File: config.mk
export PLATFORM = sky130hd
export DESIGN_NAME = uart_rx_buffer
export DESIGN_NICKNAME = d
export VERILOG_FILES = /design/src/rtl/uart_rx_buffer.sv
export SDC_FILE = /design/constraint.sdc
export NUM_CORES = 1
export LEC_CHECK = 0
export CORE_UTILIZATION = 25
export CTS_BUF_LIST = sky130_fd_sc_hd__clkbuf_16
export DETAILED_ROUTE_END_ITERATION = 16
export SLEW_MARGIN = 20
export SYNTH_ARGS = -nofsm -noshare
export SYNTH_HDL_FRONTEND = slang
export SYNTH_SLANG_ARGS = --single-unit
File: constraint.sdc
create_clock -name clk -period 5.9 [get_ports clk]
set_input_delay 1.77 -clock clk [delete_from_list [all_inputs] [get_ports clk]]
set_output_delay 1.77 -clock clk [all_outputs]
set_load 0.01 [all_outputs]
File: src/rtl/uart_rx_buffer.sv
// UART 8N1 receiver feeding a first-word-fall-through byte FIFO.
// Define UART_RX_PARITY_EN to add an even-parity bit between the data bits and the stop bit.
module uart_rx_buffer #(
    parameter int CLK_HZ = 100000000,
    parameter int BAUD   = 115200,
    parameter int DEPTH  = 16
) (
    input  logic                       clk,
    input  logic                       reset,
    input  logic                       rx,
    output logic [7:0]                 data,
    output logic                       valid,
    input  logic                       ready,
    output logic [$clog2(DEPTH+1)-1:0] count,
    output logic                       frame_err,
    output logic                       overflow
);

    localparam int DIV  = CLK_HZ / BAUD;
    localparam int HALF = DIV / 2;
    localparam int BW   = $clog2(DIV + 1);
    localparam int AW   = $clog2(DEPTH);
    localparam int CW   = $clog2(DEPTH + 1);

`ifdef UART_RX_PARITY_EN
    typedef enum logic [2:0] {
        S_IDLE   = 3'd0,
        S_START  = 3'd1,
        S_DATA   = 3'd2,
        S_STOP   = 3'd3,
        S_PARITY = 3'd4
    } state_t;
    localparam state_t S_AFTER_DATA = S_PARITY;
`else
    typedef enum logic [2:0] {
        S_IDLE  = 3'd0,
        S_START = 3'd1,
        S_DATA  = 3'd2,
        S_STOP  = 3'd3
    } state_t;
    localparam state_t S_AFTER_DATA = S_STOP;
`endif

    state_t          r_state;
    state_t          w_next;
    logic [1:0]      r_sync;
    logic            r_rxs_d;
    logic [BW-1:0]   r_baud;
    logic [2:0]      r_bit;
    logic [7:0]      r_shift;
    logic            w_rxs;
    logic            w_half;
    logic            w_full_tick;
    logic            w_push;
    logic            w_bad;
    logic            w_par_err;

    logic [7:0]      r_mem [DEPTH];
    logic [AW-1:0]   r_wr_ptr;
    logic [AW-1:0]   r_rd_ptr;
    logic [CW-1:0]   r_count;
    logic [CW-1:0]   w_count_next;
    logic            r_valid;
    logic            r_frame_err;
    logic            r_overflow;
    logic            w_pop;
    logic            w_fifo_full;
    logic            w_wr;

    assign w_rxs       = r_sync[1];
    assign w_half      = (r_baud == BW'(HALF - 1));
    assign w_full_tick = (r_baud == BW'(DIV - 1));

    // Two-flop synchronizer plus one delayed copy for start-edge detection
    always_ff @(posedge clk or posedge reset) begin
        if (reset) begin
            r_sync  <= 2'b11;
            r_rxs_d <= 1'b1;
        end else begin
            r_sync  <= {r_sync[0], rx};
            r_rxs_d <= r_sync[1];
        end
    end

    // State register
    always_ff @(posedge clk or posedge reset) begin
        if (reset) begin
            r_state <= S_IDLE;
        end else begin
            r_state <= w_next;
        end
    end

    // Next-state decode and stop-bit verdict
    always_comb begin
        w_next = r_state;
        w_push = 1'b0;
        w_bad  = 1'b0;
        case (r_state)
            S_IDLE: begin
                if (r_rxs_d && !w_rxs) begin
                    w_next = S_START;
                end else begin
                    w_next = S_IDLE;
                end
            end
            S_START: begin
                if (w_half) begin
                    w_next = w_rxs ? S_IDLE : S_DATA;
                end else begin
                    w_next = S_START;
                end
            end
            S_DATA: begin
                if (w_full_tick && (r_bit == 3'd7)) begin
                    w_next = S_AFTER_DATA;
                end else begin
                    w_next = S_DATA;
                end
            end
`ifdef UART_RX_PARITY_EN
            S_PARITY: begin
                if (w_full_tick) begin
                    w_next = S_STOP;
                end else begin
                    w_next = S_PARITY;
                end
            end
`endif
            S_STOP: begin
                if (w_full_tick) begin
                    w_next = S_IDLE;
                    if (w_rxs && !w_par_err) begin
                        w_push = 1'b1;
                    end else begin
                        w_bad = 1'b1;
                    end
                end else begin
                    w_next = S_STOP;
                end
            end
            default: begin
                w_next = S_IDLE;
            end
        endcase
    end

    // Baud counter restarts on every state entry and on every data-bit sample
    always_ff @(posedge clk or posedge reset) begin
        if (reset) begin
            r_baud <= '0;
        end else if ((r_state == S_IDLE) || (w_next != r_state) ||
                     ((r_state == S_DATA) && w_full_tick)) begin
            r_baud <= '0;
        end else begin
            r_baud <= r_baud + BW'(1);
        end
    end

    // Data shift register, LSB arrives first
    always_ff @(posedge clk or posedge reset) begin
        if (reset) begin
            r_bit   <= 3'd0;
            r_shift <= 8'd0;
        end else if (r_state == S_IDLE) begin
            r_bit   <= 3'd0;
        end else if ((r_state == S_DATA) && w_full_tick) begin
            r_bit   <= r_bit + 3'd1;
            r_shift <= {w_rxs, r_shift[7:1]};
        end
    end

`ifdef UART_RX_PARITY_EN
    logic r_par_err;

    // Even parity: data bits plus parity bit must hold an even number of ones
    always_ff @(posedge clk or posedge reset) begin
        if (reset) begin
            r_par_err <= 1'b0;
        end else if (r_state == S_IDLE) begin
            r_par_err <= 1'b0;
        end else if ((r_state == S_PARITY) && w_full_tick) begin
            r_par_err <= w_rxs ^ (^r_shift);
        end
    end
    assign w_par_err = r_par_err;
`else
    assign w_par_err = 1'b0;
`endif

    assign w_pop       = r_valid && ready;
    assign w_fifo_full = (r_count == CW'(DEPTH));
    // A pop in the same cycle frees the slot, so a full FIFO still accepts the byte
    assign w_wr        = w_push && (!w_fifo_full || w_pop);

    // Occupancy after this cycle's push and pop
    always_comb begin
        w_count_next = r_count;
        case ({w_wr, w_pop})
            2'b10:   w_count_next = r_count + CW'(1);
            2'b01:   w_count_next = r_count - CW'(1);
            default: w_count_next = r_count;
        endcase
    end

    // FIFO storage; contents need no reset
    always_ff @(posedge clk) begin
        if (w_wr) begin
            r_mem[r_wr_ptr] <= r_shift;
        end
    end

    // FIFO pointers, occupancy and status flags
    always_ff @(posedge clk or posedge reset) begin
        if (reset) begin
            r_wr_ptr    <= '0;
            r_rd_ptr    <= '0;
            r_count     <= '0;
            r_valid     <= 1'b0;
            r_frame_err <= 1'b0;
            r_overflow  <= 1'b0;
        end else begin
            if (w_wr) begin
                r_wr_ptr <= r_wr_ptr + AW'(1);
            end
            if (w_pop) begin
                r_rd_ptr <= r_rd_ptr + AW'(1);
            end
            r_count     <= w_count_next;
            r_valid     <= (w_count_next != CW'(0));
            r_frame_err <= w_bad;
            r_overflow  <= r_overflow | (w_push && !w_wr);
        end
    end

    assign data      = r_mem[r_rd_ptr];
    assign valid     = r_valid;
    assign count     = r_count;
    assign frame_err = r_frame_err;
    assign overflow  = r_overflow;

endmodule

== Word level (Yosys, flattened, before mapping) ==
Memory sizes are Yosys's and may differ from the RTL's.
Index checks and enable logic that the tools add are counted.

* Bits in registers: 43
* Latch bits: 0
* Memory bits (writable): 128
* ROM bits: 0
* Input bits: 4
* Output and inout port bits: 16
* Word-level logic and storage cells: 65
* Memories: 1

* Add/sub/neg operators: 6
* Multipliers: 0
* Divide/modulo/power cells: 0
* Order comparisons: 0
* Equality and inequality tests: 10
* Shifts and indexed selects: 0
* Muxes and demuxes: 18
* Bitwise operators: 2
* Reductions and logical operators: 16

{| class="wikitable"
|+ Memory list
! memory !! words !! bits a word !! rd ports !! clocked after Yosys merged registers in !! write ports !! RTL line !! RTL
|-
| r_mem || 16 || 8 || 1 || 0 || 1 || 58 || <nowiki>logic [7:0] r_mem [DEPTH];</nowiki>
|}

{| class="wikitable"
|+ Operators with widths
! kind !! number
|-
| 3-bit case mux with 4 select lines || 1
|-
| 10-bit by 1-bit adder with 10-bit output (second input constant) || 1
|-
| 10-bit == test (second input constant) || 1
|-
| 10-bit by 9-bit == test with 1-bit output (second input constant) || 1
|-
| 1-bit 2-to-1 mux || 10
|-
| 10-bit 2-to-1 mux || 1
|-
| 5-bit case mux with 2 select lines || 1
|-
| 4-bit by 1-bit adder with 4-bit output (second input constant) || 2
|-
| 3-bit by 2-bit == test with 1-bit output (second input constant) || 2
|-
| 1-bit logical AND || 6
|-
| 2-bit 2-to-1 mux || 3
|-
| 3-bit 2-to-1 mux || 2
|-
| 5-bit by 1-bit adder with 5-bit output (second input constant) || 1
|-
| 5-bit == test (second input constant) || 1
|-
| 5-bit nonzero test || 1
|-
| 5-bit by 1-bit subtractor with 5-bit output (second input constant) || 1
|-
| 3-bit by 1-bit adder with 3-bit output (second input constant) || 1
|-
| 3-bit by 1-bit == test with 1-bit output (second input constant) || 1
|-
| 3-bit == test (second input constant) || 1
|-
| 1-bit zero test || 3
|-
| 3-bit zero test || 1
|-
| 1-bit logical OR || 3
|-
| 3-bit != test || 1
|-
| 2-bit by 1-bit == test with 1-bit output (second input constant) || 1
|-
| other kinds (5) || 5
|}

== Longest topological paths before layout ==
* Word-level depth: 8
* Gate-level depth with buffers: 10
* Depth with buffers taken out: 10

== Least setup slack after synthesis ==
No wires, ideal clock.

* Path kind: input to register
* From: in ready
* To: reg r_valid, in the netlist valid
* Library setup time: 0.131 ns
* Arrival: 3.485 ns
* Data required time: 5.769 ns
* Setup slack: 2.284 ns
* Cell stages on the path: 8
* Path buffers: 0
* Cells stage by stage: nand2_1 nor2_1 ha_1 a21o_1 a2111oi_0 mux2i_1 nand3_1 a21oi_1

* Longest elaborated chain between the ends: 6
* Elaborated cells on any way between the ends: 7
* Those cells by class: 2 x eq/ne; 1 x mux; 4 x reduce/logical

{| class="wikitable"
|+ RTL lines
! item !! RTL line !! RTL
|-
| from (decl) || 13 || <nowiki>input logic ready,</nowiki>
|-
| 1-bit logical AND (*) || 191 || <nowiki>assign w_pop = r_valid && ready;</nowiki>
|-
| 1-bit logical OR || 194 || <nowiki>assign w_wr = w_push && (!w_fifo_full || w_pop);</nowiki>
|-
| 1-bit logical AND || 194 ||
|-
| 2-bit by 1-bit == test with 1-bit output / 2-bit == test (equally long branches) || 199 || <nowiki>case ({w_wr, w_pop})</nowiki>
|-
| 5-bit case mux with 2 select lines (*) || 199 ||
|-
| 5-bit nonzero test (*) || 230 || <nowiki>r_valid <= (w_count_next != CW'(0));</nowiki>
|-
| to (signal assigned) || 230 ||
|-
| to (decl) || 63 || <nowiki>logic r_valid;</nowiki>
|}

Mark *: on every way between the ends. The rest lies on a longest branch, timed or not.
A chain may end at the register's enable or synchronous reset.

== Worst setup path in the final report ==
* From: reg r_rd_ptr[0]
* To: out data[6]

* Longest elaborated chain between the ends: 1

{| class="wikitable"
|+ RTL lines
! item !! RTL line !! RTL
|-
| from (decl) || 60 || <nowiki>logic [AW-1:0] r_rd_ptr;</nowiki>
|-
| from (signal assigned) || 227 || <nowiki>r_rd_ptr <= r_rd_ptr + AW'(1);</nowiki>
|-
| memory 16 x 8 bit || -- ||
|-
| to (decl) || 11 || <nowiki>output logic [7:0] data,</nowiki>
|}

Every way passes these cells.

==> impl_metrics.toml <==
[status]
status = "finished clean"

[synthesis]
synth_enable_flop_cells = 128
synth_ff_type = "edfxtp_1"
seq_area_frac_synth = 0.690
ys_seq_elements = 170
syn_avg_cell_area_um2 = 18.3
syn-num-nets = 405
synthArstFlopShare = 0.247
syn_inst = 388
netlist_area_um2 = 7100
ys_warn_count = 0
synthDistinctLibCells = 53

[cts]
cts.clk_slew.worst_paths_ns = 0.07
root_buffer = "clkbuf_16"
cts_tree = "built"
cts_resized = 0
cts_buffers = 17
h-tree-depth = 4
insertion_delay_ns = 0.43
clock_sinks = 170
post-cts-setup-buffers = 0
cts-hold-fix-buffers = 0
ctsLongestPathBuffers = 2

[setup_path]
cp_slowest_cell = "dfrtp_2"
end_kind = "output pin"
path_class = "flop to output pin"
cp_slowest_stage_delay_ns = 0.82
crit_buf_inv = 2
cp.required_ns = 4.13
reg2reg_slack_ns = 2.24
cpMostUsedCell = "mux4_2"
worstSetupStartpointType = "flop"
reg2reg_to = "valid$_DFF_PP0_"
cp_data_arrival_time_ns = 3.13
path_max_fanout = 21
r2r_start = "r_state[1]$_DFF_PP0_"
path_delay_family = "multiplexers"
ff2ff_path_depth = 9
cp_cell_sequence = "buf_4 > mux4_2 > mux4_2 > clkdlybuf4s50_1"

[detailed_routing]
drtPass1Iterations = 4
wl_per_cell_um = 18.0
drt-initial-drc-count = 262
drc = 0
ant_nets = 0
vias = 3600
viasPerCell = 4.48
wl_mm = 14.5

[final_layout]
antennaDiodeCount = 0
final_common_cell = "edfxtp_1"
filler_cell_count = 2688
fin_nets = 430
final_cell_mix = "edfxtp_1 (128), mux4_2 (40), dfrtp_1 (37)"
drive_above_1_share = 0.265
syn2layout_area_growth_pct = 17.6
postLayoutCellArea_um2 = 8350

[floorplanning]
start_util = 0.255
die_area_um2 = 29100
fp-row-count = 61
dieHeight_um = 171
die_w_um = 171
io_pins = 20
core_um2 = 27900

[sta]
max_slew_margin = 0.268
fmax_mhz = 204
tightest_slew_ns = 1.09
setup_tns_ns = 0
slew_viol_final = 0
setup_viol = 0
period_share = 0.830
rsz0062_at_grt = "no"
finalHoldViolations = 0
period_minus_slack_ns = 4.90
skew_ns = 0.0121

[grt]
grtUsageTotal = 0.108
overflow = 0
grt_pass1_wl_mm = 22.6
grt_max_degree = 43
grt_pass1_vias = 3790
antenna_found_initial = 0

[place]
routabilityCongestion = 0.747
place_area_um2 = 7750
io_buffer_count = 19
dp_hpwl_mm = 8.92

[power_and_ir_drop]
p_leak_nw = 3.18
p_per_area_nw_per_um2 = 371
peakVddDrop_uv = 145

[flow_run]
cap_violations = 0

[min_path]
holdPathStages = 0
holdPathEnd = "r_sync[1]$_DFF_PP1_"
hp-start = "r_sync[0]$_DFF_PP1_"
min_path_type = "flop to flop"
-- worst max path at each step --
stage	startpoint	end	slack, ns	cells past startpoint
2_1_floorplan	ready	valid$_DFF_PP0_	2.28	8
3_3_place_gp	r_rd_ptr[0]$_DFFE_PP0P_	data[4]	1.44	4
3_5_place_dp	r_rd_ptr[0]$_DFFE_PP0P_	data[6]	1.36	4
4_1_cts	r_rd_ptr[0]$_DFFE_PP0P_	data[6]	0.89	4
5_1_grt	r_rd_ptr[0]$_DFFE_PP0P_	data[6]	0.83	4
6_report	r_rd_ptr[0]$_DFFE_PP0P_	data[6]	1.00	4
-- logic make-up after synthesis --
kind of cell	synth area share
mux	0.149
xor+xnor	0.0210
fa+ha+maj	0.0240
flops	0.690
compound gates	0.0247
buf+inv	0.0173
simple gates	0.0742
-- worst register-to-register path: cells and delay by family, from the launching register on --
kind	cells	cell delay, ns
multiplexers	1	0.17
AO/OA/AOI/OAI	3	0.83
adder cells (fa/ha/maj)	1	0.52
AND/OR/NAND/NOR	4	1.46
flip-flops	1	0.56
-- cell usage after synthesis, types with 2 or more instances --
cell / number / share of area
edfxtp_1: 128 / 0.54
mux4_2: 40 / 0.13
dfrtp_1: 39 / 0.14
nor2_1: 21 / 0.011
nand2_1: 14 / 0.0074
ha_1: 12 / 0.021
xnor2_1: 12 / 0.015
clkbuf_1: 11 / 0.0058
inv_1: 9 / 0.0048
mux2_2: 9 / 0.014
a21oi_1: 7 / 0.0049
nand3_1: 7 / 0.0049
nor3_1: 7 / 0.0049
nand4_1: 6 / 0.0053
and2_1: 5 / 0.0044
buf_2: 5 / 0.0035
nor4_1: 5 / 0.0044
xor2_1: 5 / 0.0062
dfstp_2: 3 / 0.011
mux2_4: 3 / 0.0063
a21o_1: 2 / 0.0021
a221oi_1: 2 / 0.0025
a22o_1: 2 / 0.0025
nand4b_1: 2 / 0.0025
nor3b_1: 2 / 0.0021
nor4b_1: 2 / 0.0025
or3_1: 2 / 0.0018
-- layout make-up --
class | instances | area, um^2 | area share
sequential | 170 | 4900 | 0.587
multi-input combinational | 190 | 2110 | 0.252
tap | 378 | 473 | 0.0566
clock buffer | 17 | 425 | 0.0509
timing repair buffer | 25 | 235 | 0.0282
clock inverter | 15 | 175 | 0.0210
inverter | 9 | 33.8 | 0.00404
-- registers in the layout, indices dropped and copies added (netlist names), 2 cells and up --
register	flops
r_mem	128
r_bit	3
r_shift	8
count	5
r_state	2
r_baud	10
r_sync	2
r_wr_ptr	4
r_rd_ptr	4
-- per-stage QoR --
stage | total power, W | hold slack (ns) | util | cells | setup slack [ns]
4_1_cts | 0.00313 | 0.362 | 0.300 | 804 | 0.892
3_3_place_gp | 0.00198 | 0.352 | 0.278 | 772 | 1.44
5_1_grt | 0.00324 | 0.370 | 0.300 | 804 | 0.826
2_1_floorplan | 0.00186 | 0.345 | - | 388 | 2.28
3_5_place_dp | 0.00201 | 0.351 | 0.278 | 772 | 1.36
6_report | 0.00310 | 0.360 | 0.300 | 804 | 1.00
-- layer usage --
layer  GRT usage  part of all wire
met2       0.182              0.52
met1       0.130              0.42
met3      0.0231             0.041
met4      0.0525             0.025
met5           0                 0
-- where the power goes --
part           internal (W)  switching (W)  total [W]
registers           0.00132       0.000207    0.00153
clock network      0.000608       0.000515    0.00112
logic              0.000272       0.000177   0.000449
(Power assumes the default switching activity.)
